**src/rtl/ioctl_mem_arb_if.sv**
```systemverilog
// Bus bundle between hps_io ioctl writer, the core CPU and the shared memory controller.
// The arbiter takes the slave view; the surrounding system drives the master view.
interface ioctl_mem_arb_if #(
    parameter int AW = 25,
    parameter int DW = 8
) ();
    logic          ioctl_wr;
    logic [AW-1:0] ioctl_addr;
    logic [DW-1:0] ioctl_dout;
    logic          ioctl_wait;
    logic          ovf_err;

    logic          cpu_req;
    logic          cpu_we;
    logic [AW-1:0] cpu_addr;
    logic [DW-1:0] cpu_din;
    logic          cpu_busy;
    logic          cpu_ready;
    logic [DW-1:0] cpu_dout;

    logic          mem_req;
    logic          mem_we;
    logic [AW-1:0] mem_addr;
    logic [DW-1:0] mem_din;
    logic          mem_ack;
    logic [DW-1:0] mem_dout;

    modport slave (
        input  ioctl_wr, ioctl_addr, ioctl_dout,
        output ioctl_wait, ovf_err,
        input  cpu_req, cpu_we, cpu_addr, cpu_din,
        output cpu_busy, cpu_ready, cpu_dout,
        output mem_req, mem_we, mem_addr, mem_din,
        input  mem_ack, mem_dout
    );

    modport master (
        output ioctl_wr, ioctl_addr, ioctl_dout,
        input  ioctl_wait, ovf_err,
        output cpu_req, cpu_we, cpu_addr, cpu_din,
        input  cpu_busy, cpu_ready, cpu_dout,
        input  mem_req, mem_we, mem_addr, mem_din,
        output mem_ack, mem_dout
    );
endinterface

```
**src/rtl/ioctl_mem_arb.sv**
```systemverilog
// Round-robin arbiter sharing one single-port memory between the ioctl write stream and the CPU.
// Each side owns a one-entry buffer; every grant runs one req/ack transaction to memory.
module ioctl_mem_arb #(
    parameter int AW = 25,
    parameter int DW = 8
) (
    input  logic            clk_sys,
    input  logic            reset,
    ioctl_mem_arb_if.slave  bus
);
    typedef enum logic [1:0] {
        ST_IDLE     = 2'd0,
        ST_IO_XFER  = 2'd1,
        ST_CPU_XFER = 2'd2
    } state_t;

    typedef enum logic {
        GRANT_IO  = 1'b0,
        GRANT_CPU = 1'b1
    } grant_t;

    state_t        state_q, state_d;
    grant_t        last_grant_q, last_grant_d;

    logic          io_v_q, io_v_d;
    logic [AW-1:0] io_addr_q, io_addr_d;
    logic [DW-1:0] io_data_q, io_data_d;
    logic          ioctl_wait_q, ioctl_wait_d;
    logic          ovf_q, ovf_d;

    logic          cpu_v_q, cpu_v_d;
    logic          cpu_we_q, cpu_we_d;
    logic [AW-1:0] cpu_addr_q, cpu_addr_d;
    logic [DW-1:0] cpu_data_q, cpu_data_d;
    logic          cpu_ready_q, cpu_ready_d;
    logic [DW-1:0] cpu_dout_q, cpu_dout_d;

    logic          mem_req_q, mem_req_d;
    logic          mem_we_q, mem_we_d;
    logic [AW-1:0] mem_addr_q, mem_addr_d;
    logic [DW-1:0] mem_din_q, mem_din_d;

    logic          grant_io;
    logic          grant_cpu;

    // On a tie the side that did not win last time takes the memory.
    assign grant_io  = io_v_q && (!cpu_v_q || (last_grant_q == GRANT_CPU));
    assign grant_cpu = cpu_v_q && !grant_io;

    always_comb begin
        state_d      = state_q;
        last_grant_d = last_grant_q;
        io_v_d       = io_v_q;
        io_addr_d    = io_addr_q;
        io_data_d    = io_data_q;
        ovf_d        = ovf_q;
        cpu_v_d      = cpu_v_q;
        cpu_we_d     = cpu_we_q;
        cpu_addr_d   = cpu_addr_q;
        cpu_data_d   = cpu_data_q;
        cpu_ready_d  = 1'b0;
        cpu_dout_d   = cpu_dout_q;
        mem_req_d    = mem_req_q;
        mem_we_d     = mem_we_q;
        mem_addr_d   = mem_addr_q;
        mem_din_d    = mem_din_q;

        if (bus.ioctl_wr) begin
            if (!io_v_q) begin
                io_v_d    = 1'b1;
                io_addr_d = bus.ioctl_addr;
                io_data_d = bus.ioctl_dout;
            end else begin
                ovf_d = 1'b1;
            end
        end

        // A CPU strobe against a full buffer is silently ignored.
        if (bus.cpu_req && !cpu_v_q) begin
            cpu_v_d    = 1'b1;
            cpu_we_d   = bus.cpu_we;
            cpu_addr_d = bus.cpu_addr;
            cpu_data_d = bus.cpu_din;
        end

        case (state_q)
            ST_IDLE: begin
                if (grant_io) begin
                    state_d      = ST_IO_XFER;
                    last_grant_d = GRANT_IO;
                    mem_req_d    = 1'b1;
                    mem_we_d     = 1'b1;
                    mem_addr_d   = io_addr_q;
                    mem_din_d    = io_data_q;
                end else if (grant_cpu) begin
                    state_d      = ST_CPU_XFER;
                    last_grant_d = GRANT_CPU;
                    mem_req_d    = 1'b1;
                    mem_we_d     = cpu_we_q;
                    mem_addr_d   = cpu_addr_q;
                    mem_din_d    = cpu_data_q;
                end
            end
            ST_IO_XFER: begin
                if (bus.mem_ack) begin
                    state_d   = ST_IDLE;
                    mem_req_d = 1'b0;
                    io_v_d    = 1'b0;
                end
            end
            ST_CPU_XFER: begin
                if (bus.mem_ack) begin
                    state_d     = ST_IDLE;
                    mem_req_d   = 1'b0;
                    cpu_v_d     = 1'b0;
                    cpu_ready_d = 1'b1;
                    if (!cpu_we_q) begin
                        cpu_dout_d = bus.mem_dout;
                    end
                end
            end
            default: begin
                state_d   = ST_IDLE;
                mem_req_d = 1'b0;
            end
        endcase

        ioctl_wait_d = io_v_d;
    end

    always_ff @(posedge clk_sys) begin
        if (reset) begin
            state_q      <= ST_IDLE;
            last_grant_q <= GRANT_CPU;
            io_v_q       <= 1'b0;
            io_addr_q    <= '0;
            io_data_q    <= '0;
            ioctl_wait_q <= 1'b0;
            ovf_q        <= 1'b0;
            cpu_v_q      <= 1'b0;
            cpu_we_q     <= 1'b0;
            cpu_addr_q   <= '0;
            cpu_data_q   <= '0;
            cpu_ready_q  <= 1'b0;
            cpu_dout_q   <= '0;
            mem_req_q    <= 1'b0;
            mem_we_q     <= 1'b0;
            mem_addr_q   <= '0;
            mem_din_q    <= '0;
        end else begin
            state_q      <= state_d;
            last_grant_q <= last_grant_d;
            io_v_q       <= io_v_d;
            io_addr_q    <= io_addr_d;
            io_data_q    <= io_data_d;
            ioctl_wait_q <= ioctl_wait_d;
            ovf_q        <= ovf_d;
            cpu_v_q      <= cpu_v_d;
            cpu_we_q     <= cpu_we_d;
            cpu_addr_q   <= cpu_addr_d;
            cpu_data_q   <= cpu_data_d;
            cpu_ready_q  <= cpu_ready_d;
            cpu_dout_q   <= cpu_dout_d;
            mem_req_q    <= mem_req_d;
            mem_we_q     <= mem_we_d;
            mem_addr_q   <= mem_addr_d;
            mem_din_q    <= mem_din_d;
        end
    end

    assign bus.ioctl_wait = ioctl_wait_q;
    assign bus.ovf_err    = ovf_q;
    assign bus.cpu_busy   = cpu_v_q;
    assign bus.cpu_ready  = cpu_ready_q;
    assign bus.cpu_dout   = cpu_dout_q;
    assign bus.mem_req    = mem_req_q;
    assign bus.mem_we     = mem_we_q;
    assign bus.mem_addr   = mem_addr_q;
    assign bus.mem_din    = mem_din_q;
endmodule
```
**src/flat_wrapper.sv**
```systemverilog
// flat-port wrapper written by rule: the top's interface ports become plain ports
module ioctl_mem_arb_flat 
#(
    parameter int AW = 25,
    parameter int DW = 8
)
  (clk_sys, reset, bus_ioctl_wr, bus_ioctl_addr, bus_ioctl_dout, bus_ioctl_wait, bus_ovf_err, bus_cpu_req, bus_cpu_we, bus_cpu_addr, bus_cpu_din, bus_cpu_busy, bus_cpu_ready, bus_cpu_dout, bus_mem_req, bus_mem_we, bus_mem_addr, bus_mem_din, bus_mem_ack, bus_mem_dout);
  ioctl_mem_arb_if #(.AW(AW), .DW(DW)) bus_i ();
  input  logic clk_sys;
  input  logic reset;
  input wire logic [$bits(bus_i.ioctl_wr)-1:0] bus_ioctl_wr;
  input wire logic [$bits(bus_i.ioctl_addr)-1:0] bus_ioctl_addr;
  input wire logic [$bits(bus_i.ioctl_dout)-1:0] bus_ioctl_dout;
  output wire logic [$bits(bus_i.ioctl_wait)-1:0] bus_ioctl_wait;
  output wire logic [$bits(bus_i.ovf_err)-1:0] bus_ovf_err;
  input wire logic [$bits(bus_i.cpu_req)-1:0] bus_cpu_req;
  input wire logic [$bits(bus_i.cpu_we)-1:0] bus_cpu_we;
  input wire logic [$bits(bus_i.cpu_addr)-1:0] bus_cpu_addr;
  input wire logic [$bits(bus_i.cpu_din)-1:0] bus_cpu_din;
  output wire logic [$bits(bus_i.cpu_busy)-1:0] bus_cpu_busy;
  output wire logic [$bits(bus_i.cpu_ready)-1:0] bus_cpu_ready;
  output wire logic [$bits(bus_i.cpu_dout)-1:0] bus_cpu_dout;
  output wire logic [$bits(bus_i.mem_req)-1:0] bus_mem_req;
  output wire logic [$bits(bus_i.mem_we)-1:0] bus_mem_we;
  output wire logic [$bits(bus_i.mem_addr)-1:0] bus_mem_addr;
  output wire logic [$bits(bus_i.mem_din)-1:0] bus_mem_din;
  input wire logic [$bits(bus_i.mem_ack)-1:0] bus_mem_ack;
  input wire logic [$bits(bus_i.mem_dout)-1:0] bus_mem_dout;
  assign bus_i.ioctl_wr = bus_ioctl_wr;
  assign bus_i.ioctl_addr = bus_ioctl_addr;
  assign bus_i.ioctl_dout = bus_ioctl_dout;
  assign bus_ioctl_wait = bus_i.ioctl_wait;
  assign bus_ovf_err = bus_i.ovf_err;
  assign bus_i.cpu_req = bus_cpu_req;
  assign bus_i.cpu_we = bus_cpu_we;
  assign bus_i.cpu_addr = bus_cpu_addr;
  assign bus_i.cpu_din = bus_cpu_din;
  assign bus_cpu_busy = bus_i.cpu_busy;
  assign bus_cpu_ready = bus_i.cpu_ready;
  assign bus_cpu_dout = bus_i.cpu_dout;
  assign bus_mem_req = bus_i.mem_req;
  assign bus_mem_we = bus_i.mem_we;
  assign bus_mem_addr = bus_i.mem_addr;
  assign bus_mem_din = bus_i.mem_din;
  assign bus_i.mem_ack = bus_mem_ack;
  assign bus_i.mem_dout = bus_mem_dout;
  ioctl_mem_arb #(.AW(AW), .DW(DW)) u_core (.clk_sys(clk_sys), .reset(reset), .bus(bus_i));
endmodule
```
**config.mk**
```make
export PLATFORM = sky130hd
export DESIGN_NAME = ioctl_mem_arb_flat
export DESIGN_NICKNAME = d
export VERILOG_FILES = /design/src/rtl/ioctl_mem_arb_if.sv /design/src/rtl/ioctl_mem_arb.sv /design/src/flat_wrapper.sv
export SDC_FILE = /design/constraint.sdc
export NUM_CORES = 1
export LEC_CHECK = 0
export CORE_MARGIN = 8
export CORE_UTILIZATION = 40
export DETAILED_ROUTE_END_ITERATION = 7
export GPL_ROUTABILITY_DRIVEN = 0
export PLACE_DENSITY = 0.75
export SETUP_SLACK_MARGIN = 0.4
export SLEW_MARGIN = 20
export SYNTH_ARGS = -nofsm -noshare
export SYNTH_HDL_FRONTEND = slang
export SYNTH_SLANG_ARGS = --single-unit
```
**constraint.sdc**
```tcl
create_clock -name clk_sys -period 2.7 [get_ports clk_sys]
set_clock_uncertainty 0.2 [all_clocks]
set_input_delay 0.405 -clock clk_sys [delete_from_list [all_inputs] [get_ports clk_sys]]
set_output_delay 0.405 -clock clk_sys [all_outputs]
set_load 0.05 [all_outputs]
```
==> reports/metrics.cfg <==
[drt]
wirelength_microns = 13470
viasPerCell = 5.105
drt_pass1_iterations = 4
post_drt_wl_per_cell_microns = 16.45
drc = 0
num_vias = 4181
drt-initial-drc-count = 318
ant_nets = 0

[global_routing]
antenna_found_initial = 0
grt.overflow.total = 0
grt_usage_pct = 17.30
grt_max_degree = 52
grt_pass1_vias = 4307
grt_pass1_wl_microns = 21780

[synth]
yosys_warnings = 0
yosysTopAreaCell = dfxtp_1
syn_area_sq_mm = 0.004778
syn_area_per_cell_sq_um = 8.625
yosys-top-cells-area = dfxtp_1 49%, nand2_1 11%, a311oi_2 9.4%
ys_seq_area_share_pct = 49.02
ys_types = 31
syn_nets = 637
netlist.area_leader.share_pct = 49.02
ys_ff_latch = 117
syn_inst = 554

[timing]
final.setup.worst_slack_ns = 0.4531
fin_crit_sh_pct = 83.22
setup_viol_count_final = 0
drv_slew = 0
hold_violations = 0
setup_tns_ns = 0
tightest_slew_ns = 1.046
rsz0062_at_grt = no
fin_crit_ns = 2.247
hold_ws_ns = 0.2558
slew_headroom_pct = 30.17
max_freq_ghz = 0.4450

[place]
dpl.hpwl_microns = 9136
port_buffers = 126
dp_worst_setup_slack_ns = 0.5503

[critical_path]
crit_fanout = 31
crit_type = flip-flop to primary output
end_kind = primary output
critPathLaunchType = flip-flop
crit_required_ns = 2.10
critPathArrivalTime_ns = 1.64

[floorplan]
die-area_sq_mm = 0.01570
start_util_pct = 40.46
dieWidth_microns = 125.3
core-area_sq_mm = 0.01181
die_height_microns = 125.3
boundaryPins = 127
fp-row-count = 40

[clock_network]
cts_buffers = 17
cts_tree = yes
clock_latency_ns = 0.41
clk_pin_slew_ns = 0.06
htree_levels = 4
cts.sinks = 117
cts_setup_buffers = 0
clockRootBuffer = clkbuf_16
clk_path_buf_depth = 2

[pwr]
peakVddDrop_v = 0.0005648
leakage_nw = 2.385
power_density_mw_per_mm2 = 822.3

[finish]
fillCellCount = 1080
multi_input_comb_area_sq_mm = 0.002128
fin_util_pct = 55.88
drive_above_1_share_pct = 12.50
n_antenna_cell = 0
final_nets = 742
area_growth_pct = 38.13
regArea_sq_mm = 0.002344

[outcome]
outcome = completed

[hold_path]
hold_class = flip-flop to flip-flop

[run]
maxCapViolations = 0

[synthesized netlist by cell type]
library cell,n
a211o_1,1
a211oi_1,3
a21o_1,1
a21oi_1,69
a21oi_2,1
a22o_1,1
a311oi_1,3
a311oi_2,30
a32o_1,1
and2b_4,1
buf_1,3
buf_2,24
buf_4,6
buf_6,8
clkbuf_1,8
clkbuf_2,3
dfxtp_1,117
ha_1,3
inv_1,4
mux2i_1,8
nand2_1,136
nand2b_1,4
nand3_1,33
nand3b_1,1
nor2_1,46
nor2b_1,2
nor3b_2,1
o21a_2,1
o21ai_0,7
o21ai_1,27
or3b_1,1
[cells in the final DEF, fill, tap and decap left out, types with 4 or more instances in the layout]
cell and count:
a21oi_1 69, a311oi_2 30, buf_4 13, clkbuf_16 17, clkdlybuf4s50_1 123, clkinv_2 4, clkinvlp_4 5, dfxtp_1 116
inv_1 4, mux2i_1 8, nand2_1 136, nand3_1 33, nor2_1 46, o21ai_0 7, o21ai_1 27
[per-stage QoR]
stage,cells,cell area [sq um],total power [mW]
6_report,819,6600,5.427
3_3_place_gp,787,6030,3.308
2_1_floorplan,554,4778,2.909
4_1_cts,819,6600,5.479
5_1_grt,819,6600,5.652
3_5_place_dp,787,6030,3.338
[final cells by class]
| class | instances | area share (%) |
|---|---|---|
| clock inverters | 12 | 1.592 |
| repair buffers | 138 | 20.57 |
| well taps | 147 | 2.787 |
| multi-input cells | 381 | 32.25 |
| inverters | 4 | 0.2275 |
| clock buffers | 20 | 7.071 |
| flip-flops and latches | 117 | 35.51 |
[sequential cells by signal, summed over array words and instances, names as in the netlist, 2 cells and up]
register / cells
u_core.bus.mem_addr: 25
u_core.bus.mem_din: 8
u_core.state_q: 2
u_core.io_data_q: 8
u_core.io_addr_q: 25
u_core.bus.cpu_dout: 8
u_core.cpu_addr_q: 25
u_core.cpu_data_q: 8
[routing by layer]
layer,up-vias,track usage [%],routed length (microns)
li1,2104,-,-
met1,1940,19.79,5965
met5,-,0,0
met3,12,5.567,766
met2,125,29.82,6620
met4,0,5.874,120
[critical path, cell delays in order, from the launching register on]
cell	delay, ns
dfxtp_2	0.51
buf_4	0.44
buf_4	0.28
[timing repair]
| item | in CTS | in global routing |
|---|---|---|
| setup endpoints to repair | 1 | 0 |
| hold buffers | 0 | 0 |
| gates resized for setup | 1 | 0 |
[worst paths after layout]
check                                      startpoint                     to  slack, ns  depth (start not counted)
worst min-delay path            u_core.cpu_addr_q[17]  u_core.cpu_addr_q[17]       0.26                          2
worst max register to register          u_core.io_v_q  u_core.bus.mem_din[1]       0.64                          3
worst min register to register  u_core.cpu_addr_q[17]  u_core.cpu_addr_q[17]       0.26                          2
worst max-delay path                    u_core.io_v_q         bus_ioctl_wait       0.45                          2
[logic make-up (layout without fill, tap and decap cells)]
| kind of cell | Yosys count | after routing | share of synthesized area, % |
|---|---|---|---|
| simple gates | 225 | 225 | 19.35 |
| compound gates | 145 | 145 | 22.34 |
| flops | 117 | 117 | 49.02 |
| buf+inv | 56 | 174 | 6.834 |
| mux | 8 | 8 | 1.676 |
| fa+ha+maj | 3 | 3 | 0.7856 |
[where the power goes]
part | switching (mW) | total [mW] | internal (mW) | leakage (nW)
logic | 0.808 | 1.29 | 0.485 | 1.15
registers | 0.103 | 2.00 | 1.90 | 0.962
clock network | 0.800 | 2.13 | 1.33 | 0.270
Note: power is estimated with default switching activity, not from simulation.
